## src/rtl/cpu_mem_loader.sv

```systemverilog
// Host-side loader and run controller for the pipelined RISC-V core: streams words
// into imem/dmem, gates the core's enable for RUN, and streams dmem back out.
module cpu_mem_loader #(
  parameter int IMEM_DEPTH = 512,
  parameter int DMEM_DEPTH = 1024
) (
  input  logic        clk,
  input  logic        rst,
  input  logic        cmd_valid,
  output logic        cmd_ready,
  input  logic [1:0]  cmd_op,
  input  logic [15:0] cmd_addr,
  input  logic [31:0] cmd_len,
  input  logic        s_valid,
  output logic        s_ready,
  input  logic [63:0] s_data,
  output logic        m_valid,
  input  logic        m_ready,
  output logic [63:0] m_data,
  output logic        busy,
  output logic        done,
  output logic        err,
  output logic        cpu_enable,
  output logic [63:0] addr_ext,
  output logic        wen_ext,
  output logic        ren_ext,
  output logic [31:0] wdata_ext,
  output logic [63:0] addr_ext_2,
  output logic        wen_ext_2,
  output logic        ren_ext_2,
  output logic [63:0] wdata_ext_2,
  input  logic [63:0] rdata_ext_2
);
  // state | meaning
  // IDLE  | waiting for a command
  // LOAD  | accepting stream words, one registered write per beat
  // RUN   | cpu_enable high while the cycle down-counter runs
  // DREQ  | dmem read strobe for word idx
  // DCAP  | read data present on rdata_ext_2, captured into m_data
  // DOUT  | m_valid high until m_ready
  // DONE  | one-cycle done/err pulse
  typedef enum logic [2:0] {
    IDLE = 3'd0,
    LOAD = 3'd1,
    RUN  = 3'd2,
    DREQ = 3'd3,
    DCAP = 3'd4,
    DOUT = 3'd5,
    DONE = 3'd6
  } state_t;

  localparam logic [1:0] OP_LOAD_I = 2'd0;
  localparam logic [1:0] OP_RUN    = 2'd2;
  localparam logic [1:0] OP_DUMP_D = 2'd3;

  state_t      state_q, state_d;
  logic [1:0]  op_q, op_d;
  logic [15:0] base_q, base_d;
  logic [31:0] rem_q, rem_d;
  logic [31:0] idx_q, idx_d;
  logic        err_q, err_d;

  logic        wen_q, wen2_q, ren2_q;
  logic [63:0] addr_q, addr2_q, wdata2_q, m_data_q;
  logic [31:0] wdata_q;

  logic [32:0] cmd_end, cmd_depth;
  logic        range_err;
  logic [63:0] wr_word, rd_word;

  // 33-bit end index so addr+len can never wrap past the depth compare
  assign cmd_end   = {17'd0, cmd_addr} + {1'b0, cmd_len};
  assign cmd_depth = (cmd_op == OP_LOAD_I) ? 33'(IMEM_DEPTH) : 33'(DMEM_DEPTH);
  assign range_err = (cmd_op != OP_RUN) && (cmd_end > cmd_depth);

  assign wr_word = {48'd0, base_q} + {32'd0, idx_q};
  assign rd_word = {48'd0, base_d} + {32'd0, idx_d};

  always_comb begin
    state_d = state_q;
    op_d    = op_q;
    base_d  = base_q;
    rem_d   = rem_q;
    idx_d   = idx_q;
    err_d   = err_q;
    case (state_q)
      IDLE: begin
        if (cmd_valid) begin
          op_d   = cmd_op;
          base_d = cmd_addr;
          rem_d  = cmd_len;
          idx_d  = 32'd0;
          err_d  = 1'b0;
          if (cmd_len == 32'd0) begin
            state_d = DONE;
          end else if (range_err) begin
            err_d   = 1'b1;
            state_d = DONE;
          end else begin
            case (cmd_op)
              OP_RUN:    state_d = RUN;
              OP_DUMP_D: state_d = DREQ;
              default:   state_d = LOAD;
            endcase
          end
        end
      end
      LOAD: begin
        if (s_valid) begin
          idx_d = idx_q + 32'd1;
          rem_d = rem_q - 32'd1;
          if (rem_q == 32'd1) state_d = DONE;
        end
      end
      RUN: begin
        rem_d = rem_q - 32'd1;
        if (rem_q == 32'd1) state_d = DONE;
      end
      DREQ: state_d = DCAP;
      DCAP: state_d = DOUT;
      DOUT: begin
        if (m_ready) begin
          idx_d   = idx_q + 32'd1;
          rem_d   = rem_q - 32'd1;
          state_d = (rem_q == 32'd1) ? DONE : DREQ;
        end
      end
      DONE:    state_d = IDLE;
      default: state_d = IDLE;
    endcase
  end

  always_ff @(posedge clk) begin
    if (rst) begin
      state_q  <= IDLE;
      op_q     <= 2'd0;
      base_q   <= 16'd0;
      rem_q    <= 32'd0;
      idx_q    <= 32'd0;
      err_q    <= 1'b0;
      wen_q    <= 1'b0;
      wen2_q   <= 1'b0;
      ren2_q   <= 1'b0;
      addr_q   <= 64'd0;
      wdata_q  <= 32'd0;
      addr2_q  <= 64'd0;
      wdata2_q <= 64'd0;
      m_data_q <= 64'd0;
    end else begin
      state_q <= state_d;
      op_q    <= op_d;
      base_q  <= base_d;
      rem_q   <= rem_d;
      idx_q   <= idx_d;
      err_q   <= err_d;
      wen_q   <= 1'b0;
      wen2_q  <= 1'b0;
      ren2_q  <= 1'b0;
      if (state_q == LOAD && s_valid) begin
        if (op_q == OP_LOAD_I) begin
          wen_q   <= 1'b1;
          addr_q  <= wr_word << 2;
          wdata_q <= s_data[31:0];
        end else begin
          wen2_q   <= 1'b1;
          addr2_q  <= wr_word << 3;
          wdata2_q <= s_data;
        end
      end
      // read strobe is registered on entry so it is valid for the whole DREQ cycle
      if (state_d == DREQ) begin
        ren2_q  <= 1'b1;
        addr2_q <= rd_word << 3;
      end
      if (state_q == DCAP) m_data_q <= rdata_ext_2;
    end
  end

  assign cmd_ready   = (state_q == IDLE) && !rst;
  assign s_ready     = (state_q == LOAD);
  assign m_valid     = (state_q == DOUT);
  assign m_data      = m_data_q;
  assign busy        = (state_q != IDLE);
  assign done        = (state_q == DONE);
  assign err         = (state_q == DONE) && err_q;
  assign cpu_enable  = (state_q == RUN);
  assign addr_ext    = addr_q;
  assign wen_ext     = wen_q;
  assign ren_ext     = 1'b0;
  assign wdata_ext   = wdata_q;
  assign addr_ext_2  = addr2_q;
  assign wen_ext_2   = wen2_q;
  assign ren_ext_2   = ren2_q;
  assign wdata_ext_2 = wdata2_q;

endmodule

```

## config.mk

```make
export PLATFORM = sky130hd
export DESIGN_NAME = cpu_mem_loader
export DESIGN_NICKNAME = d
export VERILOG_FILES = /design/src/rtl/cpu_mem_loader.sv
export SDC_FILE = /design/constraint.sdc
export NUM_CORES = 1
export LEC_CHECK = 0
export ABC_AREA = 1
export CORE_MARGIN = 4
export CORE_UTILIZATION = 51
export CTS_BUF_LIST = sky130_fd_sc_hd__clkbuf_2
export CTS_CLUSTER_DIAMETER = 80
export CTS_CLUSTER_SIZE = 16
export DETAILED_ROUTE_END_ITERATION = 6
export PLACE_DENSITY = 0.86
export SLEW_MARGIN = 5
export SYNTH_ARGS = -nofsm -noshare
export SYNTH_HDL_FRONTEND = slang
export SYNTH_SLANG_ARGS = --single-unit
```

## constraint.sdc

```tcl
create_clock -name clk -period 5.79 [get_ports clk]
set_clock_uncertainty 0.2 [all_clocks]
set_input_delay 1.158 -clock clk [delete_from_list [all_inputs] [get_ports clk]]
set_output_delay 1.158 -clock clk [all_outputs]
set_load 0.02 [all_outputs]
```

==> impl_metrics.toml, run 1 <==
[timing]
hold_viol = 0
period_share_pct = 77.6
setup_violations = 0
fin_crit_ns = 4.49
rsz0062_at_grt = "false"
fmax_mhz = 223
max-slew-margin-rel_pct = 20.4
slew_viol_final = 0
hold_ws_ns = 0.289
fin_ws_ns = 1.30
max_slew.worst_pin.slew_ns = 1.19
tns_ns = 0

[synthesis]
synthXorXnorAreaFrac_pct = 2.91
yosys_warnings = 0
ys_types = 54
synth_top_family_by_area = "simple AND/OR/NAND/NOR gates"
muxShareOfSynthArea_pct = 0
ys_ff_latch = 315
synth_enable_flop_cells = 0
async_reset_ff_share_pct = 0
synth_fa_ha_area_share_pct = 3.94
seq_area_frac_synth_pct = 34.3
ys.flop_type = "dfxtp_1"
mappedNetlistArea_sq_mm = 0.0184
synth-simple-area-share_pct = 31.4
syn_area_per_cell_sq_um = 6.52
synth-compound-area-share_pct = 15.8
syn_inst = 2818

[status]
status = "finished, final reports clean"

[cts]
post_cts_buffers = 0
holdBufCountCts = 0
cts_buffer_depth = 3
cts_sinks = 315
clk_pin_slew_ns = 0.30
clock_latency_ns = 1.00
cts_tree = "done"
ctsHtreeMaxLevel = 1
root_buffer = "clkbuf_2"
cts_resized = 0
cts-buffers-inserted = 24

[pwr]
p_leak_nw = 10.5
seq_power_share_pct = 39.2
powerDensity_mw_per_mm2 = 315
swShare_pct = 44.1
combinationalPowerShare_pct = 48.5
p_clk_share_pct = 12.3
p_int_mw = 4.01
p_sw_mw = 3.16
vdd_drop_max_uv = 263

[drt]
route.detailed.drc = 0
vias_per_cell = 5.34
vias = 19400
ant_nets = 0
routedWlPerCell_um = 17.3
wirelength_um = 63000
first_pass_iters = 5
initialDrtViolationCount = 1656

[grt]
grt_use_total_pct = 29.9
antenna_found_initial = 4
grt_pass1_vias = 18100
grt_pass1_wl_um = 95700
grt_overflow = 0
grt_max_degree = 100

[floorplan]
fp.dieW_um = 198
die-area_sq_mm = 0.0391
start_util_pct = 51.7
num_rows = 69
ios = 482
die_y_um = 198
core_area_sq_mm = 0.0356

[placement]
place_ws_ns = 0.340
post-dp-hpwl_um = 49400
place.gp.congestion = 1.01
io_buffers = 418

[layout]
layout.nets = 3405
n_fill_cell = 3262
layout-drive-gt1-share_pct = 4.20
area_delta_synth_final_pct = 24.0
postLayoutCoreUtil_pct = 64.1

[setup_path]
arrival_ns = 5.21
cp_max_fo = 8
start_kind = "register"
ff2ff_setup_slack_ns = 1.30
worstPathRequired_ns = 6.51
end_kind = "register"
critPathKind = "reg2reg"

[flow_run]
max-cap-violations = 0

[min_path]
hp-class = "reg2reg"
==> cells in the mapped netlist (19+ instances only) <==
master / instances / share of area (%)
nand2_1: 553 / 11
nor2_1: 510 / 10
dfxtp_1: 315 / 34
inv_1: 306 / 6.3
o21ai_0: 276 / 7.5
a21oi_1: 156 / 4.2
nand3_1: 149 / 4.1
clkbuf_1: 94 / 1.9
buf_4: 67 / 2.7
ha_1: 53 / 3.6
xor2_1: 46 / 2.2
nand4_1: 34 / 1.2
nor3_1: 24 / 0.65
o21bai_1: 24 / 0.98
a211oi_1: 19 / 0.78
==> placed cells by master (no fill, tap or decap), drive strengths merged, types with 5 or more instances in the layout <==
| cell | instances |
|---|---|
| nor2 | 530 |
| dfxtp | 315 |
| xnor2 | 15 |
| ha | 53 |
| o211ai | 17 |
| or2 | 18 |
| a21boi | 5 |
| a21o | 6 |
| nand2 | 573 |
| conb | 63 |
| nor3 | 27 |
| nand4 | 35 |
| inv | 318 |
| nand3 | 149 |
| o21bai | 24 |
| o21ai | 285 |
| a211oi | 19 |
| buf | 20 |
| clkdlybuf4s50 | 417 |
| nand3b | 11 |
| clkbuf | 25 |
| xor2 | 46 |
| nor4 | 9 |
| a21oi | 157 |
| a31oi | 9 |
==> worst max-delay path, cell delays in order (launching register included) <==
cell	delay (ns)
dfxtp_1	0.46
nor2_1	0.26
nand2_2	0.16
nor2_2	0.28
or2_2	0.18
inv_1	0.05
a21oi_1	0.14
ha_1	0.20
inv_1	0.07
fa_1	0.40
nand3b_1	0.18
nand2_1	0.10
a21boi_0	0.15
o21ai_0	0.39
nand3_1	0.12
nand2_1	0.18
nand3_1	0.15
nor2_2	0.18
nand2_1	0.13
nor2_1	0.15
nand2_1	0.06
nand2_1	0.07
inv_1	0.04
nand2_1	0.04
nand2_1	0.05
inv_1	0.06
nor2_1	0.04
==> cells by family after synthesis <==
group	count (synthesis)
AOI/OAI and AO/OA	533
adders and majority gates	56
and+or+nand+nor	1357
xor gates and xnor gates	61
buffers and inverters	495
other	1
DFF	315
==> layer usage <==
layer / track usage [%] / part of all wire, % / vias up
li1: - / - / 9597
met1: 38.5 / 41 / 8922
met2: 51.5 / 48 / 755
met3: 4.95 / 8.0 / 139
met4: 9.61 / 3.7 / 4
met5: 0 / 0.043 / -
==> power by group through the flow <==
stage	clock network (mW)	logic, mW	registers (mW)
final	0.879	3.48	2.81
after global routing	0.970	3.82	2.86
after CTS	0.896	3.46	2.80
after detailed placement	0	3.44	2.85
after global placement	0	3.37	2.83
after floorplan	0	1.96	3.09
==> cell type report <==
| class | instances | area (sq um) | area share [%] |
|---|---|---|---|
| diodes | 3 | 7.51 | 0.0330 |
| clock buffers | 25 | 125 | 0.549 |
| clock inverters | 5 | 55.1 | 0.242 |
| multi-input cells | 2070 | 10200 | 44.7 |
| well taps | 461 | 577 | 2.53 |
| inverters | 318 | 1200 | 5.28 |
| flip-flops and latches | 315 | 6310 | 27.7 |
| repair buffers | 437 | 4320 | 19.0 |
==> sequential cells by signal, indices dropped and copies added, names as in the netlist <==
signal / cells
addr_ext: 33
addr_ext_2: 33
base_q: 16
err_q: 1
idx_q: 32
m_data: 64
op_q: 2
rem_q: 32
ren_ext_2: 1
state_q: 3
wdata_ext: 32
wdata_ext_2: 64
wen_ext: 1
wen_ext_2: 1
==> metrics by stage <==
stage,instances,area (sq um),power (mW)
2_1_floorplan,2880,18600,5.05
3_3_place_gp,3601,22600,6.20
3_5_place_dp,3601,22600,6.29
4_1_cts,3631,22800,7.16
5_1_grt,3633,22800,7.65
6_report,3634,22800,7.17
==> path summary, 6_finish.rpt <==
| path | start | end | depth (start not counted) |
|---|---|---|---|
| worst max-delay path | state_q[0] | addr_ext_2[31] | 26 |
| worst min-delay path | rem_q[15] | rem_q[15] | 2 |
| worst max register to register | state_q[0] | addr_ext_2[31] | 26 |
| worst min register to register | rem_q[15] | rem_q[15] | 2 |
Note: power is estimated with default switching activity, not from simulation.
==> run 2: changes to the inputs <==
- clock period: 5.79 -> 4.5 ns (I/O delays scaled with it)
==> run 2 against run 1 <==
Net effect: largest cell class unchanged; sequential power up 29%; routed wire length rose by 1.9%; sequential cell count is the same; worst setup slack worse by 0.82 ns; combinational power rose by 39%; the flow now finishes with violations (design-rule violations); critical endpoint is now addr_ext_2[34]; first-iteration DRC count is 1.6% lower; register-to-register slack got worse by 0.82 ns.
==> impl_metrics.toml, run 2 (synthesis gave the netlist of run 1 again) <==
[grt]
grt_pass1_vias = 19000
grt_overflow = 0
grt_use_total_pct = 30.7
grt_max_degree = 91
antenna_found_initial = 5
grt_pass1_wl_um = 98700

[min_path]
hp-start = "rst"
hp-class = "in2reg"

[setup_path]
end_kind = "register"
worstPathRequired_ns = 5.24
cpMostUsedCell = "nand2_1"
rr_startpoint = "idx_q[1]"
arrival_ns = 4.77
start_kind = "register"
cp_max_fo = 4
slowest_stage = "dfxtp_1"
worstPathBufferInverterCount = 3
startpoint = "idx_q[1]"
critPathTopFamily = "simple AND/OR/NAND/NOR gates"
critPathMaxStageDelay_ns = 0.46
critPathKind = "reg2reg"

[floorplan]
die_y_um = 198
core_area_sq_mm = 0.0356
start_util_pct = 51.7
die-area_sq_mm = 0.0391
ios = 482
fp.dieW_um = 198
num_rows = 69

[cts]
cts_sinks = 315
cts_tree = "done"
cts_buffer_depth = 3
clk_pin_slew_ns = 0.30
holdBufCountCts = 0
clock_latency_ns = 0.98
root_buffer = "clkbuf_2"
cts-buffers-inserted = 24
ctsHtreeMaxLevel = 1

[drt]
routedWlPerCell_um = 17.1
first_pass_iters = 7
ant_nets = 0
wirelength_um = 64200
initialDrtViolationCount = 1629
route.detailed.drc = 9
vias_per_cell = 5.31
vias = 20000

[timing]
period_share_pct = 89.5
max-slew-margin-rel_pct = 37.8
slew_viol_final = 0
rsz0062_at_grt = "false"
hold_viol = 0
setup_violations = 0
fmax_mhz = 248
fin_crit_ns = 4.03
tns_ns = 0
max_slew.worst_pin.slew_ns = 0.933

[layout]
layout-drive-gt1-share_pct = 8.15
layout_common_cells = "552 x nand2_1, 506 x nor2_1, 417 x clkdlybuf4s50_1"
stdcell_area_sq_mm = 0.0238
layout.nets = 3534
area_delta_synth_final_pct = 29.7
layout_commonest_cell = "nand2_1"
n_fill_cell = 3151
postLayoutCoreUtil_pct = 67.0

[status]
status = "complete, but fails checks"
violations = "design-rule violations"

[pwr]
swShare_pct = 43.3
powerDensity_mw_per_mm2 = 402
vdd_drop_max_uv = 457
p_clk_share_pct = 11.8
seq_power_share_pct = 37.7
p_leak_nw = 11.2
p_int_mw = 5.43
combinationalPowerShare_pct = 50.5
p_sw_mw = 4.16

[placement]
post-dp-hpwl_um = 50600
place_area_sq_mm = 0.0236
io_buffers = 418
place.gp.congestion = 0.968

[flow_run]
max-cap-violations = 0
-- run 2: timing repair --
item                                    in CTS  in global routing
resized for setup                            0                  6
endpoints found under the setup margin       0                 14
setup buffers                                0                  0
-- run 2: per-layer routing --
layer | vias up | GRT usage, % | part of all wire (%)
met5 | - | 0 | 0.031
met4 | 2 | 10.1 | 3.8
met3 | 151 | 5.55 | 8.1
met2 | 830 | 53.4 | 48
met1 | 9149 | 38.6 | 40
li1 | 9867 | - | -
-- run 2: final cells by class --
type                    count  area [sq um]  share of cell area (%)
clock buffers              25           125                   0.525
well taps                 461           577                    2.42
inverters                 318          1200                    5.04
flip-flops and latches    315          6310                    26.5
repair buffers            566          5360                    22.5
diodes                      6          15.0                  0.0630
multi-input cells        2070         10200                    42.8
clock inverters             6          61.3                   0.257
-- run 2: worst register-to-register path, delay by kind of cell (launching register included) --
family / cells / cell delay (ns)
AND/OR/NAND/NOR: 20 / 2.17
adder cells (fa/ha/maj): 2 / 0.54
flip-flops: 1 / 0.46
AO/OA/AOI/OAI: 4 / 0.46
buffers and inverters: 3 / 0.25
-- run 2: power groups by stage --
stage / logic [mW] / clock network (mW) / registers [mW]
2_1_floorplan: 2.52 / 0 / 3.97
3_3_place_gp: 4.65 / 0 / 3.64
3_5_place_dp: 4.76 / 0 / 3.66
4_1_cts: 4.78 / 1.17 / 3.61
5_1_grt: 5.29 / 1.26 / 3.68
6_report: 4.84 / 1.13 / 3.62
-- run 2: worst paths after layout --
check,slack (ns),cells past startpoint,end
worst max-delay path,0.47,29,addr_ext_2[34]
worst min-delay path,0.20,2,idx_q[14]
worst max register to register,0.47,29,addr_ext_2[34]
worst min register to register,0.29,2,rem_q[30]
-- run 2: through the flow --
stage,total power [mW],setup slack (ns),instances,hold slack [ns]
finish,9.59,0.473,3767,0.198
global route,10.2,0.0684,3764,0.145
CTS,9.56,0.299,3761,0.145
detailed placement,8.43,-0.279,3730,0.262
global placement,8.29,-0.203,3730,0.248
floorplan,6.49,0.311,2880,0.241
